===== config.mk =====
export PLATFORM = sky130hd
export DESIGN_NAME = seq3_match_monitor_flat
export DESIGN_NICKNAME = d
export VERILOG_FILES = /design/src/rtl/seq3_match_monitor_pkg.sv /design/src/rtl/seq3_match_monitor_if.sv /design/src/rtl/seq3_match_monitor_sat.sv /design/src/rtl/seq3_match_monitor.sv /design/src/flat_wrapper.sv
export SDC_FILE = /design/constraint.sdc
export NUM_CORES = 1
export LEC_CHECK = 0
export CAP_MARGIN = 40
export CELL_PAD_IN_SITES_DETAIL_PLACEMENT = 1
export CELL_PAD_IN_SITES_GLOBAL_PLACEMENT = 2
export CORE_ASPECT_RATIO = 1.75
export CORE_MARGIN = 4
export CORE_UTILIZATION = 18
export CTS_CLUSTER_SIZE = 10
export DETAILED_ROUTE_END_ITERATION = 16
export GPL_ROUTABILITY_DRIVEN = 0
export GPL_TIMING_DRIVEN = 0
export PLACE_DENSITY = 0.8
export SLEW_MARGIN = 20
export SYNTH_ARGS = -nofsm -noshare
export SYNTH_HDL_FRONTEND = slang
export SYNTH_SLANG_ARGS = --single-unit

===== constraint.sdc =====
create_clock -name clk -period 1.45 [get_ports clk]
set_input_delay 0.145 -clock clk [delete_from_list [all_inputs] [get_ports clk]]
set_output_delay 0.145 -clock clk [all_outputs]
set_load 0.02 [all_outputs]

===== src/rtl/seq3_match_monitor_pkg.sv =====
// Shared types and helpers for the three-step sequence monitor (seq_mon_pkg).
package seq_mon_pkg;

  // Stage vector packed as {s2, s1}
  typedef logic [1:0] seq_stage_t;

  localparam int STAGES = 3;

  // Saturating increment for counters up to 32 bits wide
  function automatic logic [31:0] sat_inc(input logic [31:0] value, input int width);
    logic [31:0] lim;
    lim = (width >= 32) ? 32'hFFFF_FFFF : ((32'd1 << width) - 32'd1);
    return (value >= lim) ? lim : value + 32'd1;
  endfunction

endpackage


===== src/rtl/seq3_match_monitor_if.sv =====
// Observed value stream: valid qualifies data; the monitor has no ready and samples every cycle.
interface seq3_match_monitor_if #(
  parameter int WIDTH = 32
);
  logic             valid;
  logic [WIDTH-1:0] data;

  modport master (output valid, output data);
  modport slave  (input valid, input data);
endinterface


===== src/rtl/seq3_match_monitor_sat.sv =====
// Saturating up-counter with synchronous clear, used for the hit count and cycle timestamp.
module seq_mon_sat_counter
  import seq_mon_pkg::*;
#(
  parameter int CNT_W = 16
) (
  input  logic             clk,
  input  logic             rst,
  input  logic             en,
  input  logic             clr,
  output logic [CNT_W-1:0] q
);

  logic [CNT_W-1:0] r_q;

  always_ff @(posedge clk or posedge rst) begin
    if (rst) begin
      r_q <= '0;
    end else if (clr) begin
      r_q <= '0;
    end else if (en) begin
      r_q <= CNT_W'(sat_inc(32'(r_q), CNT_W));
    end
  end

  assign q = r_q;

endmodule


===== src/rtl/seq3_match_monitor.sv =====
// Run-time checker for PAT0 ##1 PAT1 ##1 PAT2 on a qualified value stream.
// Optional SEQ_MON_TIMESTAMP_EN records the cycle index of the first completion.
module seq3_match_monitor
  import seq_mon_pkg::*;
#(
  parameter int              WIDTH = 32,
  parameter logic [WIDTH-1:0] PAT0 = WIDTH'(3),
  parameter logic [WIDTH-1:0] PAT1 = WIDTH'(4),
  parameter logic [WIDTH-1:0] PAT2 = WIDTH'(5),
  parameter int              CNT_W = 16
) (
  input  logic                 clk,
  input  logic                 rst,
  seq3_match_monitor_if.slave  bus,
  output logic                 match,
  output logic                 covered,
  output logic [CNT_W-1:0]     hit_count,
  output logic [CNT_W-1:0]     first_hit_cycle,
  output seq_stage_t           dbg_stage
);

  seq_stage_t r_stage;
  seq_stage_t w_stage_n;
  logic       w_hit;
  logic       r_match;
  logic       r_covered;

  // Each stage bit is one live attempt; a new attempt may begin every cycle.
  always_comb begin
    w_stage_n = '0;
    w_hit     = 1'b0;
    if (bus.valid) begin
      w_stage_n[0] = (bus.data == PAT0);
      w_stage_n[1] = r_stage[0] && (bus.data == PAT1);
      w_hit        = r_stage[1] && (bus.data == PAT2);
    end
  end

  always_ff @(posedge clk or posedge rst) begin
    if (rst) begin
      r_stage   <= '0;
      r_match   <= 1'b0;
      r_covered <= 1'b0;
    end else begin
      r_stage   <= w_stage_n;
      r_match   <= w_hit;
      r_covered <= r_covered | w_hit;
    end
  end

  seq_mon_sat_counter #(.CNT_W(CNT_W)) u_hit_cnt (
    .clk (clk),
    .rst (rst),
    .en  (w_hit),
    .clr (1'b0),
    .q   (hit_count)
  );

`ifdef SEQ_MON_TIMESTAMP_EN
  logic [CNT_W-1:0] w_cycle;
  logic [CNT_W-1:0] r_first;

  seq_mon_sat_counter #(.CNT_W(CNT_W)) u_cycle_cnt (
    .clk (clk),
    .rst (rst),
    .en  (1'b1),
    .clr (1'b0),
    .q   (w_cycle)
  );

  // Only the first completion since reset is recorded
  always_ff @(posedge clk or posedge rst) begin
    if (rst) begin
      r_first <= '0;
    end else if (w_hit && !r_covered) begin
      r_first <= w_cycle;
    end
  end

  assign first_hit_cycle = r_first;
`else
  assign first_hit_cycle = '0;
`endif

  assign match     = r_match;
  assign covered   = r_covered;
  assign dbg_stage = r_stage;

endmodule


===== src/flat_wrapper.sv =====
// flat-port wrapper written by rule: the top's interface ports become plain ports
module seq3_match_monitor_flat import seq_mon_pkg::*;
#(
  parameter int              WIDTH = 32,
  parameter logic [WIDTH-1:0] PAT0 = WIDTH'(3),
  parameter logic [WIDTH-1:0] PAT1 = WIDTH'(4),
  parameter logic [WIDTH-1:0] PAT2 = WIDTH'(5),
  parameter int              CNT_W = 16
)
  (clk, rst, match, covered, hit_count, first_hit_cycle, dbg_stage, bus_valid, bus_data);
  seq3_match_monitor_if #(.WIDTH(WIDTH)) bus_i ();
  input  logic clk;
  input  logic rst;
  output logic match;
  output logic covered;
  output logic [CNT_W-1:0] hit_count;
  output logic [CNT_W-1:0] first_hit_cycle;
  output seq_stage_t dbg_stage;
  input wire logic [$bits(bus_i.valid)-1:0] bus_valid;
  input wire logic [$bits(bus_i.data)-1:0] bus_data;
  assign bus_i.valid = bus_valid;
  assign bus_i.data = bus_data;
  seq3_match_monitor #(.WIDTH(WIDTH), .PAT0(PAT0), .PAT1(PAT1), .PAT2(PAT2), .CNT_W(CNT_W)) u_core (.clk(clk), .rst(rst), .bus(bus_i), .match(match), .covered(covered), .hit_count(hit_count), .first_hit_cycle(first_hit_cycle), .dbg_stage(dbg_stage));
endmodule

==> flow_summary.json <==
{
  "critPathKind": "reg -> reg",
  "cts_buffer_depth": 2,
  "antenna_found_initial": 0,
  "status": "finished, violations left",
  "finalHoldViolCount": 0,
  "synth-adder-area-share": 0.0103,
  "wl_per_cell_um": 14.8,
  "cts-root-buf": "clkbuf_16",
  "synth_compound_area_frac": 0.122,
  "r2r.worst_path.cells": 5,
  "rows": 39,
  "worstPathRequired_ns": 1.59,
  "first_pass_iters": 4,
  "rsz0062_at_grt": "true",
  "fill_cells": 759,
  "grt_overflow": 0,
  "die_y_um": 117,
  "regArea_um2": 512,
  "min_period_over_period": 1.12,
  "crit_path_end_kind": "flip-flop",
  "crit_path_start_kind": "flip-flop",
  "cts_buffers": 3,
  "crit_path_end": "u_core.u_hit_cnt.q[15]",
  "cp.arrival_ns": 1.77,
  "dieWidth_um": 70.2,
  "dpl_cell_area_um2": 2020,
  "num_vias": 1408,
  "power-per-cell-area_nw_per_um2": 535,
  "synthSimpleGateAreaFrac": 0.281,
  "fin_tns_setup_ns": -1.33,
  "synth_seq_area_share": 0.411,
  "fin_ws_ns": -0.178,
  "synthCells": 130,
  "synth_top_family_by_area": "simple AND/OR/NAND/NOR gates",
  "viasPerCell": 4.44,
  "postRouteAntennaNets": 0,
  "r2r_end": "u_core.u_hit_cnt.q[15]",
  "path_max_fanout": 7,
  "hold_path_class": "in -> async",
  "coreArea_um2": 6540,
  "drive_gt1_frac": 0.511,
  "multi_input_area_um2": 866,
  "htree_levels": 1,
  "cts.clk_slew.worst_paths_ns": 0.06,
  "io_pins": 71,
  "synth-xor-area-share": 0,
  "grt_pass1_vias": 1427,
  "hold_slack_ns": 0.0843,
  "clkLatencyLatePin_ns": 0.26,
  "yosys-mux-area-fraction": 0.0462,
  "ys_ff_latch": 20,
  "synth.distinct_cells": 30,
  "dieArea_um2": 8190,
  "maxSlewViolCount": 0,
  "tritoncts": "built",
  "fin_worst_skew_ns": 0.00431,
  "initial_utilization": 0.186,
  "area_growth_pct": 107,
  "nNetsFinal": 272,
  "drtIter0Drc": 33,
  "grt_usage": 0.109,
  "stdcell_area_um2": 2520,
  "grt_pass1_wl_um": 7160,
  "remaining_drc_errors": 0,
  "routed_wl_um": 4700,
  "grt_max_degree": 21,
  "p_leak_uw": 0.00130,
  "period_needed_ns": 1.63,
  "setup_viol": 16,
  "reg2reg_from": "u_core.u_hit_cnt.q[2]",
  "rrSetupSlack_ns": -0.18,
  "ys_warn_count": 0,
  "hold_buffers": 0,
  "dpl.hpwl_um": 3060,
  "port-buffer-count": 54,
  "avgSynthCellArea_um2": 9.36,
  "startpoint": "u_core.u_hit_cnt.q[2]",
  "max_freq_mhz": 614,
  "maxCapViolations": 0,
  "antenna_cells": 0,
  "peakVddDrop_mv": 0.311,
  "violations": "setup timing",
  "cts_num_sinks": 20,
  "synth_area_um2": 1220
}
==> synth_stat cells (all sizes together) <==
library cell / count / share of area
a31oi: 6 / 0.031
nand4: 7 / 0.041
mux2: 5 / 0.046
a41oi: 2 / 0.014
and4: 2 / 0.014
nand2b: 2 / 0.010
or4: 1 / 0.0092
nand3: 7 / 0.029
nor4: 8 / 0.069
a21oi: 13 / 0.057
nor2: 9 / 0.028
conb: 1 / 0.0031
o21ai: 5 / 0.021
or2: 2 / 0.010
nand2: 8 / 0.025
dfrtp: 20 / 0.41
buf: 17 / 0.10
and3: 2 / 0.010
inv: 6 / 0.018
clkbuf: 1 / 0.0031
nor4b: 1 / 0.012
nand4bb: 1 / 0.0092
nor3: 2 / 0.0082
ha: 1 / 0.010
nor2b: 1 / 0.0051
==> how the worst min path moves through the flow <==
| stage | to | slack, ns | cells past startpoint |
|---|---|---|---|
| CTS | u_core.dbg_stage[1] | 0.24 | 4 |
| detailed placement | u_core.covered | 0.46 | 1 |
| floorplan | u_core.covered | 0.11 | 1 |
| finish | u_core.covered | 0.08 | 2 |
| global placement | u_core.covered | 0.45 | 1 |
| global route | u_core.covered | 0.09 | 2 |
==> flip-flops by register name, indices dropped and copies added (netlist names) <==
signal and count:
u_core.u_hit_cnt.q 16, u_core.dbg_stage 2, u_core.covered 1, u_core.match 1
==> stage by stage <==
step	total power [µW]	instances	setup slack [ns]	utilization
after global placement	780	281	-1.00	0.308
after global routing	1400	317	-0.242	0.385
final	1350	317	-0.178	0.385
after detailed placement	782	281	-1.00	0.308
after CTS	1360	302	-0.189	0.350
after floorplan	663	145	-0.283	-
==> worst max-delay path: stages (launching register included) <==
cell	delay, ns
dfrtp_2	0.45
nand4_1	0.18
or2_4	0.31
nor2_2	0.11
nand4_1	0.13
mux2_4	0.32
==> layer usage <==
metal	vias to the layer above	routed length [µm]	part of all wire	GRT usage
met5	-	0	0	0
met3	8	245	0.052	0.0222
met2	51	2520	0.54	0.188
met4	0	131	0.028	0.0639
li1	658	-	-	-
met1	691	1800	0.38	0.124
==> where the power goes <==
part | leakage (µW) | total [µW] | switching [µW] | internal (µW)
Clock | 0.0000382 | 585 | 210 | 375
Combinational | 0.000993 | 204 | 98.1 | 106
Sequential | 0.000264 | 558 | 0.00000000278 | 558
Total | 0.00130 | 1350 | 308 | 1040
==> layout make-up <==
cell class,count,share of cell area
well taps,82,0.0408
clock buffers,4,0.0313
multi-input cells,101,0.344
inverters,6,0.00895
repair buffers,86,0.312
plain buffers,18,0.0592
flip-flops and latches,20,0.203
==> placed cells by master (no fill, tap or decap), types with 3 or more instances in the layout <==
master            n
a21oi_1           5
a21oi_2           7
a31oi_1           6
buf_2             9
buf_4            39
buf_6            13
clkbuf_16         4
clkdlybuf4s15_1   6
clkdlybuf4s50_1   6
conb_1           16
dfrtp_1          11
dfrtp_2           9
dlygate4sd2_1    17
dlymetal6s2s_1    6
inv_1             6
mux2_4            4
nand2_1           7
nand3_1           6
nand4_1           6
nor2_1            3
nor2_2            4
nor4_4            7
o21ai_0           5
==> what timing repair did <==
item,in CTS,in global routing
resized for setup,132,30
gates cloned,0,2
pin swaps,22,14
setup buffers,17,12
setup endpoints to repair,27,21
endpoints found under the hold margin,0,0
==> cells by family (layout without fill, tap and decap cells) <==
| family | Yosys count | after routing |
|---|---|---|
| other cells | 1 | 16 |
| flops | 20 | 20 |
| mux | 5 | 5 |
| compound gates | 26 | 26 |
| fa+ha+maj | 1 | 1 |
| simple gates | 53 | 53 |
| buf+inv | 24 | 114 |
Note: power is estimated with default switching activity, not from simulation.
